**config.mk**
```make
export PLATFORM = sky130hd
export DESIGN_NAME = pe_unit
export DESIGN_NICKNAME = d
export VERILOG_FILES = /design/src/rtl/pe_unit.sv
export SDC_FILE = /design/constraint.sdc
export NUM_CORES = 2
export LEC_CHECK = 0
export CORE_UTILIZATION = 64
export CTS_CLUSTER_SIZE = 12
export DETAILED_ROUTE_END_ITERATION = 16
export PLACE_DENSITY = 0.93
export SLEW_MARGIN = 10
export SYNTH_ARGS = -nofsm -noshare
export SYNTH_HDL_FRONTEND = slang
export SYNTH_SLANG_ARGS = --single-unit
```
**constraint.sdc**
```tcl
create_clock -name clk_i -period 8.6 [get_ports clk_i]
set_input_delay 0.86 -clock clk_i [delete_from_list [all_inputs] [get_ports clk_i]]
set_output_delay 0.86 -clock clk_i [all_outputs]
set_load 0.01 [all_outputs]
```
**src/rtl/pe_unit.sv**
```systemverilog
// pe_unit: output-stationary systolic PE -- multiply-accumulate up_i*left_i into res_o, forward operands registered
//   clk_i   : clock, rising edge
//   rst_ni  : asynchronous active-low reset, clears all outputs
//   up_i    : column operand from PE above      -> down_o  (1-cycle registered copy)
//   left_i  : row operand from PE to the left   -> right_o (1-cycle registered copy)
//   res_o   : running unsigned sum of products, wraps modulo 2^ACC_WIDTH
module pe_unit #(
  parameter int DATA_WIDTH = 32,
  parameter int ACC_WIDTH  = 64
) (
  input  logic                  clk_i,
  input  logic                  rst_ni,
  input  logic [DATA_WIDTH-1:0] up_i,
  input  logic [DATA_WIDTH-1:0] left_i,
  output logic [DATA_WIDTH-1:0] down_o,
  output logic [DATA_WIDTH-1:0] right_o,
  output logic [ACC_WIDTH-1:0]  res_o
);
  logic [2*DATA_WIDTH-1:0] w_prod;
  logic [DATA_WIDTH-1:0]   r_down;
  logic [DATA_WIDTH-1:0]   r_right;
  logic [ACC_WIDTH-1:0]    r_res;
  // full-width product: operands are extended to 2*DATA_WIDTH by the assignment context
  assign w_prod = up_i * left_i;
  always_ff @(posedge clk_i or negedge rst_ni)
    if (!rst_ni) begin
      r_down  <= '0;
      r_right <= '0;
      r_res   <= '0;
    end else begin
      r_down  <= up_i;
      r_right <= left_i;
      r_res   <= r_res + ACC_WIDTH'(w_prod);
    end
  assign down_o  = r_down;
  assign right_o = r_right;
  assign res_o   = r_res;
endmodule

```
=== Word level (Yosys, flattened, before mapping) ===
Cells that the tools add are included.
Widths: inputs -> output; s select.

* Output and inout port bits: 128
* Input port bits: 66
* Logic and storage cells: 5
* Bits in registers: 128

* Multipliers: 1
* $add $sub $neg: 1

{| class="wikitable"
|+ Operator list
! operator !! count
|-
| $add 64x64->64 || 1
|-
| $mul 32x32->64 || 1
|}

=== Depth between registers and ports, before layout ===
* Depth in word-level cells: 2
* Mapped depth: 27
* Depth with buffers taken out: 25

=== Worst setup path before layout ===
OpenSTA, ideal clock, no wires.

* Kind: input to register
* From: input left_i[0]
* To: register r_res[58], in the netlist res_o[58]
* Stages on the path: 26
* Buffers on the path: 2
* Data arrival time: 7378 ps
* Path slack: 1092 ps
* Data required time: 8469 ps
* Library setup time: 131 ps
* Cells stage by stage: clkbuf_1 nand2_1 fa_1 fa_1 inv_1 fa_1 inv_1 fa_1 inv_1 fa_1 fa_1 fa_1 inv_1 fa_1 inv_1 ha_1 buf_2 a21oi_1 o21ai_0 a2111oi_0 o21ai_1 a31oi_4 o21ai_4 a211oi_2 o21ai_1 xor2_1

* Word-level cells in the longest chain between the ends: 2

{| class="wikitable"
|+ Ends and longest elaborated chain
! item !! RTL line !! source
|-
| start, declared || 14 || <nowiki>input logic [DATA_WIDTH-1:0] left_i,</nowiki>
|-
| $mul 32x32->64 || 24 || <nowiki>assign w_prod = up_i * left_i;</nowiki>
|-
| $add 64x64->64 || 33 || <nowiki>r_res <= r_res + ACC_WIDTH'(w_prod);</nowiki>
|-
| end signal, assigned || 33 ||
|-
| end, declared || 22 || <nowiki>logic [ACC_WIDTH-1:0] r_res;</nowiki>
|}

Every way passes these cells.

=== Final worst setup path ===
* From: input up_i[22]
* To: register r_res[60], in the netlist res_o[60]

* Word-level cells in the longest chain between the ends: 2

{| class="wikitable"
|+ Ends and longest elaborated chain
! item !! RTL line !! source
|-
| start, declared || 13 || <nowiki>input logic [DATA_WIDTH-1:0] up_i,</nowiki>
|-
| $mul 32x32->64 || 24 ||
|-
| $add 64x64->64 || 33 ||
|}

Every way passes these cells.

==> summary.md <==
| Metric | Value |
|---|---|
| Status | finished clean |
| Startpoint Class | input pin |
| R2r worst-path depth | 24 |
| Post-DRT Antenna Nets | 0 |
| GRT Util Overall | between 40% and 50% |
| Syn Inst Count | approximately 4000 |
| Tmin final | 8326 ps |
| Clk Latency, worst-skew pair | about 510 ps |
| HP Class | in -> async |
| Buf+Inv Stages, Crit Path | 7 |
| Placed wire-length estimate | 92250 um |
| Core box area | between 0.05 and 0.06 mm^2 |
| First-pass GRT wire length | ~180000 um |
| Library cells used by synthesis | 59 |
| Crit-path max FO | 20 |
| CP peak stage delay | 560 ps |
| Total wire length after detailed routing | 112900 um |
| H-tree depth | 4 |
| Die Span Y | 245.1 um |
| Worst path required time | 8980 ps |
| Reg2reg setup slack | 1150 ps |
| Final setup viols | 0 |
| Hold Vio Cnt, Final | 0 |
| Antenna fix cells | 0 |
| Most frequent CP cell | fa_1 |
| Layout cell share with drive strength beyond 1 | 4.983% |
| I/O pin cnt | 194 |
| Post-Syn Area | between 0.03 and 0.04 mm^2 |
| Drt pass-1 iters | 6 |
| Clock Skew | roughly 14 ps |
| Top cell family by delay on the critical path | adder cells |
| GP Congestion | 0.9520 |
| TritonCTS clock tree | yes |
| Max-cap viol count | 0 |
| Worst Tran Pin Value | 892.6 ps |
| Number of global-route vias before repair | around 34000 |
| Post-synth EDFFs | 0 |
| Main synth FF type | dfrtp_1 |
| Port bufs | 193 |
| Synth top cells by count | inv_1, fa_1, nand2_1, and2_1, ha_1 |
| RSZ-0062 raised after global routing | no |
| Clock sink total | 128 |
| Worst Path Class, Setup | in -> reg |
| TritonCTS Buffers | 17 |
| DIE WIDTH | 245.1 um |
| CTS Buffer Depth | 2 |
| Initial core utilization | 65.20% |
| RR Endpoint | res_o[60]$_DFF_PN0_ |
| Seq/Total Area, Yosys | about 8.5% |
| DR iter-0 viols | 3203 |
| Nets | roughly 5400 |
| Final Max Slew Viols | 0 |
| Ranking of synthesized cells by area | fa_1, inv_1, dfrtp_1, ha_1, and2_1 |
| FP Rows | 88 |
| Synth top area share | 50.75% |
| Synthesized flop and latch total | 128 |
| Final Cycle Share | between 90 and 100% |
| Clk slew on worst S/H paths | roughly 70 ps |
| Worst slew margin | between 40% and 50% |
| FILL cells | 3462 |
| CP endpoint kind | flip-flop |
| Placed Area | 0.04156 mm^2 |
| Root buf cell | clkbuf_16 |
| Aggregate global routing overflow | 0 |
| F_max | 0.1201 GHz |
| DR vias | 29390 |
| Critical path's slowest cell | fa_1 |
| Routed WL per cell | roughly 23 um |
| Yosys warnings | 0 |
| Die area | 0.06009 mm^2 |
| Pin count of the biggest net entering global routing | 66 |
| Crit path DAT | 8710 ps |
| Worst R2R Start | res_o[22]$_DFF_PN0_ |
| Layout area overhead | 11.66% |
| Post-synth ARST share | 100.0% |
| Cell taking the most area after synthesis | fa_1 |
| CTS Hold Buffers Added | 0 |
| Mean Syn Cell Area | between 9 and 10 um^2 |
| Most common cell in the synthesized netlist | inv_1 |
| Syn_nets | 5299 |
| Finished Cell Area | around 0.042 mm^2 |
| DRC | 0 |
| Vias/cell | a little under 6 |
| Initial antenna violation count | 0 |
==> through the flow <==
stage / cells / setup slack, ps / hold slack, ps / TNS [ps] / util (%)
after floorplan: 4031 / 1092 / 545.3 / 0 / -
after global placement: 4927 / -175.3 / 502.0 / -252.9 / 71.63
after detailed placement: 4927 / -350.0 / 493.6 / -1915 / 71.63
after CTS: 4959 / 112.0 / 405.7 / 0 / 72.74
after global routing: 4959 / 64.80 / 448.7 / 0 / 72.80
final: 4959 / 274.4 / 401.5 / 0 / 72.80
==> registers in the layout, summed over array words and instances (netlist names) <==
name and flops:
res_o 64, down_o 32, right_o 32
==> kinds of logic after synthesis <==
kind of cell | count (synthesis) | synth area share [%]
buf+inv | 1266 | 12.60
fa+ha+maj | 1202 | 58.78
simple gates | 1157 | 14.93
compound gates | 214 | 3.737
flops | 128 | 8.467
xor+xnor | 64 | 1.482
==> how the worst max path moves through the flow <==
stage / slack (ps) / start / cells after the start / to
5_1_grt: 60 / up_i[22] / 25 / res_o[58]$_DFF_PN0_
2_1_floorplan: 1090 / left_i[0] / 26 / res_o[58]$_DFF_PN0_
3_3_place_gp: -180 / left_i[15] / 25 / res_o[60]$_DFF_PN0_
4_1_cts: 110 / left_i[15] / 24 / res_o[60]$_DFF_PN0_
3_5_place_dp: -350 / left_i[15] / 24 / res_o[60]$_DFF_PN0_
6_report: 270 / up_i[22] / 25 / res_o[60]$_DFF_PN0_
==> final cells by class <==
type	instances	area, um^2	area share [%]
Clock buffer	20	466.7	1.105
Clock inverter	12	180.2	0.4265
Inverter	1047	3930	9.304
Multi-Input combinational cell	2637	29880	70.73
Sequential cell	128	3203	7.583
Tap cell	765	957.2	2.266
Timing Repair Buffer	350	3627	8.587
==> layer usage <==
metal	GRT usage, %	vias up	routed length [um]
met5	0	-	0
met4	20.94	0	6820
met3	15.02	625	17450
met2	60.98	2533	50480
met1	50.99	14450	38120
li1	-	11780	-
==> worst register-to-register path, cell delays in order, from the launching register on <==
cell and delay (ps):
dfrtp_1 410, inv_1 110, fa_1 510, fa_1 560, inv_1 60, fa_1 470
inv_1 70, fa_1 550, inv_1 60, fa_1 480, fa_1 460, fa_1 570
inv_1 80, fa_1 490, inv_1 50, ha_1 310, a21oi_1 240, o21ai_0 190
a2111oi_0 450, o21ai_1 170, a31oi_4 310, o21ai_4 160, a311oi_2 310, o21bai_1 120
xor2_1 150
==> layout by cell type (no fill, tap or decap), types with 4 or more instances in the layout <==
| master | instances |
|---|---|
| a21o_1 | 23 |
| nand2b_1 | 4 |
| and2_1 | 467 |
| ha_1 | 243 |
| dlymetal6s2s_1 | 6 |
| buf_4 | 117 |
| a21oi_1 | 84 |
| xor2_1 | 21 |
| fa_1 | 959 |
| nand2_1 | 601 |
| inv_1 | 1047 |
| a211oi_1 | 4 |
| bufinv_16 | 4 |
| clkdlybuf4s50_1 | 186 |
| nand3_1 | 8 |
| o21ai_1 | 6 |
| nand4_1 | 26 |
| o21ai_0 | 35 |
| and3_1 | 4 |
| buf_12 | 40 |
| o21bai_1 | 12 |
| nor3_1 | 6 |
| xnor2_1 | 43 |
| clkbuf_16 | 17 |
| nor2_1 | 32 |
| a31oi_1 | 6 |
| o211a_1 | 4 |
| o21a_1 | 7 |
| dfrtp_1 | 128 |
==> repair_timing <==
action	4_1_cts	5_1_grt
resized for setup	0	8
buffers inserted	0	0
setup endpoints to repair	0	10
Power is not shown: default switching activity piles up to over one toggle a cycle in this logic, so the estimate is an artifact.
